File: src/rtl/rv_iommu_reg_split64.sv
// Width adapter from the 64-bit IOMMU register request stream to the 32-bit register map.
// Each upstream access becomes up to two 32-bit accesses, low word first. The results are merged into one response.
module rv_iommu_reg_split64 #(
    parameter int ADDR_WIDTH = 56
) (
    input  logic                  clk_i,
    input  logic                  rst_i,
    input  logic                  s_valid_i,
    input  logic                  s_write_i,
    input  logic [ADDR_WIDTH-1:0] s_addr_i,
    input  logic [63:0]           s_wdata_i,
    input  logic [7:0]            s_wstrb_i,
    output logic                  s_ready_o,
    output logic [63:0]           s_rdata_o,
    output logic                  s_error_o,
    output logic                  m_valid_o,
    output logic                  m_write_o,
    output logic [ADDR_WIDTH-1:0] m_addr_o,
    output logic [31:0]           m_wdata_o,
    output logic [3:0]            m_wstrb_o,
    input  logic [31:0]           m_rdata_i,
    input  logic                  m_error_i,
    input  logic                  m_ready_i
);

    typedef enum logic [1:0] {
        IDLE,
        LO,
        HI,
        RESP
    } state_t;

    state_t                r_state;
    state_t                w_next;
    logic                  r_write;
    logic                  r_needHi;
    logic [ADDR_WIDTH-1:0] r_base;
    logic [63:0]           r_wdata;
    logic [7:0]            r_wstrb;
    logic [63:0]           r_rdata;
    logic                  r_err;
    logic                  w_needLo;
    logic                  w_needHi;

    // A read always touches both halves; a write touches only the halves that have strobes set.
    assign w_needLo = ~s_write_i | (|s_wstrb_i[3:0]);
    assign w_needHi = ~s_write_i | (|s_wstrb_i[7:4]);

    always_ff @(posedge clk_i) begin
        if (rst_i) begin
            r_state <= IDLE;
        end else begin
            r_state <= w_next;
        end
    end

    always_comb begin
        w_next = r_state;
        case (r_state)
            IDLE: begin
                if (s_valid_i) begin
                    if (w_needLo)      w_next = LO;
                    else if (w_needHi) w_next = HI;
                    else               w_next = RESP;
                end
            end
            LO: begin
                if (m_ready_i) begin
                    w_next = (m_error_i || !r_needHi) ? RESP : HI;
                end
            end
            HI: begin
                if (m_ready_i) w_next = RESP;
            end
            RESP:    w_next = IDLE;
            default: w_next = IDLE;
        endcase
    end

    // Clearing the read data on acceptance makes any skipped half read back as zero.
    always_ff @(posedge clk_i) begin
        if (rst_i) begin
            r_write  <= 1'b0;
            r_needHi <= 1'b0;
            r_base   <= '0;
            r_wdata  <= '0;
            r_wstrb  <= '0;
            r_rdata  <= '0;
            r_err    <= 1'b0;
        end else begin
            case (r_state)
                IDLE: begin
                    if (s_valid_i) begin
                        r_write  <= s_write_i;
                        r_needHi <= w_needHi;
                        r_base   <= s_addr_i & ~ADDR_WIDTH'(7);
                        r_wdata  <= s_wdata_i;
                        r_wstrb  <= s_wstrb_i;
                        r_rdata  <= '0;
                        r_err    <= 1'b0;
                    end
                end
                LO: begin
                    if (m_ready_i) begin
                        r_rdata[31:0] <= m_rdata_i;
                        r_err         <= m_error_i;
                    end
                end
                HI: begin
                    if (m_ready_i) begin
                        r_rdata[63:32] <= m_rdata_i;
                        r_err          <= r_err | m_error_i;
                    end
                end
                default: ;
            endcase
        end
    end

    assign s_rdata_o = r_rdata;
    assign s_error_o = r_err;

    // The downstream signals depend only on the state and the capture registers, so no s_* input reaches m_* combinationally.
    always_comb begin
        s_ready_o = 1'b0;
        m_valid_o = 1'b0;
        m_write_o = 1'b0;
        m_addr_o  = '0;
        m_wdata_o = '0;
        m_wstrb_o = '0;
        case (r_state)
            LO: begin
                m_valid_o = 1'b1;
                m_write_o = r_write;
                m_addr_o  = r_base;
                m_wdata_o = r_wdata[31:0];
                m_wstrb_o = r_write ? r_wstrb[3:0] : 4'hF;
            end
            HI: begin
                m_valid_o = 1'b1;
                m_write_o = r_write;
                m_addr_o  = r_base + ADDR_WIDTH'(4);
                m_wdata_o = r_wdata[63:32];
                m_wstrb_o = r_write ? r_wstrb[7:4] : 4'hF;
            end
            RESP:    s_ready_o = 1'b1;
            default: ;
        endcase
    end

endmodule
File: config.mk
export PLATFORM = sky130hd
export DESIGN_NAME = rv_iommu_reg_split64
export DESIGN_NICKNAME = d
export VERILOG_FILES = /design/src/rtl/rv_iommu_reg_split64.sv
export SDC_FILE = /design/constraint.sdc
export NUM_CORES = 1
export LEC_CHECK = 0
export ABC_AREA = 1
export CAP_MARGIN = 0
export CORE_MARGIN = 5
export CORE_UTILIZATION = 49
export CTS_BUF_LIST = sky130_fd_sc_hd__clkbuf_2
export DETAILED_ROUTE_END_ITERATION = 16
export PLACE_DENSITY = 0.89
export SLEW_MARGIN = 20
export SYNTH_ARGS = -nofsm -noshare
export SYNTH_HDL_FRONTEND = slang
export SYNTH_SLANG_ARGS = --single-unit
File: constraint.sdc
create_clock -name clk_i -period 5.1 [get_ports clk_i]
set_clock_uncertainty 0.1 [all_clocks]
set_input_delay 1.02 -clock clk_i [delete_from_list [all_inputs] [get_ports clk_i]]
set_output_delay 1.02 -clock clk_i [all_outputs]
set_load 0.01 [all_outputs]
==> impl_metrics.csv <==
group,metric,value,unit
hold_path,min-delay-start,"s_rdata_o[6]",
final_layout,final_util,0.701,
timing,holdWs,0.384,ns
floorplanning,core,16600,um^2
timing,rsz0062_at_grt,"no",
timing,setup_slack,0.557,ns
floorplanning,die_h,140,um
run,max_cap_viol_count,0,
final_layout,area_delta_synth_final,40.1,%
critical_path,rr_worst_depth,7,
clocking,path_clk_slew,0.25,ns
critical_path,crit_fanout,36,
clocking,cts-resized-gates,0,
place,post-place-ws,1.41,ns
clocking,postCtsSetupBuffers,0,
grt,antenna_found_initial,2,
routing,drc,0,
synth,synth.cell_area,8320,um^2
synth,ys_top_cells_by_area,"dfxtp_1, nor2_1, nand2_1, o21ai_0, a21oi_1",
hold_path,min_to,"s_rdata_o[6]",
synth,synth-seq-area-share,0.467,
synth,ys_ff_latch,194,
critical_path,r2r_slack,2.43,ns
hold_path,hold_path_depth,2,
power,cellPowerDensity,528,nW/um^2
routing,dr.pass1.iters,5,
power,p_leak,4.47,nW
critical_path,reg2reg_from,"r_state[0]",
timing,fin_setup_tns,0,ns
power,ir_drop,0.000323,V
synth,yosysUniqueCellTypes,22,
synth,yosysTopAreaCellShare,0.467,
critical_path,crit_arrival,3.42,ns
synth,ys_warn_count,0,
final_layout,nets,1631,
routing,wl_per_cell,15.5,um
timing,maxSlewHeadroom,0.355,
synth,synth.avg_cell_area,6.94,um^2
clocking,clkLatencyLatePin,0.75,ns
critical_path,crit_required,3.98,ns
grt,grt_max_degree,131,
hold_path,min_path_type,"reg2reg",
critical_path,path_class,"reg2out",
grt,grt.total_usage,0.252,
timing,post-route-period-util,0.891,
clocking,cts_buffer_depth,2,
place,io_buffer_count,320,
status,status,"complete, no violations",
power,comb_power_share,0.538,
place,globalplace.congestion,0.870,
floorplanning,core.rowCount,47,
clocking,numCtsBuffers,17,
grt,grt_pass1_vias,8204,
timing,drv_slew,0,
timing,tightestPinTransition,0.967,ns
synth,postSynthCellCount,1200,
timing,finalHoldViolCount,0,
synth,async_reset_ff_frac,0,
synth,synth-main-ff-cell,"dfxtp_1",
routing,viasPerCell,5.14,
place,post-place-cells,1659,
clocking,root_buffer,"clkbuf_2",
synth,synth-edff-count,0,
final_layout,layout-drive-gt1-share,0.0435,
routing,antenna_left,0,
grt,grt_pass1_wl,40800,um
critical_path,critPathLaunch,"r_state[1]",
timing,setup_viol,0,
routing,drt-total-wl,26200,um
routing,vias,8704,
critical_path,r2r-end,"r_base[47]",
power,swShare,0.465,
timing,min_period,4.54,ns
routing,drt_iter0_markers,458,
clocking,cts_tree,"done",
floorplanning,die_w,140,um
critical_path,endpoint_kind,"primary output",
power,p_int,3.30,mW
final_layout,instances_no_fill,1694,
critical_path,start_kind,"flip-flop",
clocking,cts_sinks,194,
final_layout,nFillCells,1372,
floorplanning,dieArea,19700,um^2
timing,fmax,220,MHz
place,placed_area,11400,um^2
power,finalPower,6.16,mW
final_layout,design_area,11700,um^2
grt,grt_overflow_total,0,
power,clock_power_share,0.109,
clocking,hold_buffers,0,
synth,synth_top_area_cell,"dfxtp_1",
clocking,htree_levels,4,
power,seq_power_share,0.353,
floorplanning,ios,326,
place,dpl.hpwl,18100,um
power,power.switching,2.86,mW
floorplanning,initial_utilization,0.500,
-- sequential cells by signal, summed over array words and instances, names as in the netlist --
name and cells:
r_base 53, r_wdata 64, s_error_o 1, r_write 1, r_needHi 1, s_rdata_o 64
r_state 2, r_wstrb 8
-- area by class of cell --
class | count | area, um^2 | share of cell area
clock buffers | 20 | 100 | 0.00858
diodes | 2 | 5.00 | 0.000429
repair buffers | 333 | 3320 | 0.284
inverters | 82 | 310 | 0.0266
well taps | 220 | 275 | 0.0236
multi-input cells | 831 | 3690 | 0.316
flip-flops and latches | 194 | 3880 | 0.333
clock inverters | 12 | 83.8 | 0.00719
-- synth_stat cells (6+ instances only) --
cell type	count
o21ai_1	7
nand4_1	32
ha_1	6
clkbuf_1	41
buf_1	13
o21ai_0	129
nand2_1	199
a21oi_1	105
dfxtp_1	194
nor2_1	309
nor3_1	24
nor3_2	9
inv_1	80
buf_2	19
buf_4	18
-- logic make-up (layout without fill, tap and decap cells) --
logic type                 count (synthesis)  after routing  share of synthesized area
AOI/OAI and AO/OA                        242            242                      0.146
other                                      1              4                   0.000450
buffers and inverters                    176            447                     0.0930
and+or+nand+nor                          581            581                      0.285
DFF                                      194            194                      0.467
adders and majority gates                  6              6                    0.00902
-- cell usage in the layout, fill, tap and decap left out, types with 2 or more instances in the layout --
master and instances:
inv_1 78, buf_4 12, ha_2 2, a21oi_1 105
nand2_1 199, inv_2 3, clkbuf_2 20, clkinv_2 2
ha_1 4, diode_2 2, nor2_1 308, clkinv_1 2
inv_6 3, nor3_2 9, nand3_1 5, clkinv_4 2
nand4_1 32, o21ai_0 129, dfxtp_1 194, clkdlybuf4s50_1 319
clkinvlp_4 3, conb_1 2, nor3_1 24, o21ai_1 7
-- power by group through the flow --
stage	clock network, mW	registers (mW)	logic (mW)
after global placement	0	2.18	3.25
final	0.672	2.18	3.31
after detailed placement	0	2.21	3.31
after floorplan	0	2.21	2.19
after global routing	0.737	2.23	3.69
after CTS	0.689	2.17	3.32
-- layer usage --
layer,part of all wire,wire length (um),GRT usage,up-vias
met3,0.092,2410,0.0729,57
met1,0.38,10000,0.291,3996
met2,0.49,12900,0.433,334
met5,0,0,0,-
li1,-,-,-,4317
met4,0.033,877,0.114,0
-- worst max-delay path by stage --
| stage | slack [ns] | endpoint | cells after the start |
|---|---|---|---|
| 3_5_place_dp | 1.41 | m_wdata_o[20] | 6 |
| 2_1_floorplan | 2.44 | m_addr_o[10] | 6 |
| 4_1_cts | 0.48 | m_wdata_o[20] | 6 |
| 5_1_grt | 0.34 | m_wdata_o[20] | 6 |
| 6_report | 0.56 | m_wdata_o[20] | 6 |
| 3_3_place_gp | 1.38 | m_wdata_o[20] | 6 |
-- worst max-delay path: stages, from the launching register on --
cell	delay [ns]
dfxtp_1	0.41
inv_1	0.11
ha_2	0.66
buf_4	0.51
nand2_1	0.09
a21oi_1	0.26
clkdlybuf4s50_1	0.59
(Power assumes the default switching activity.)
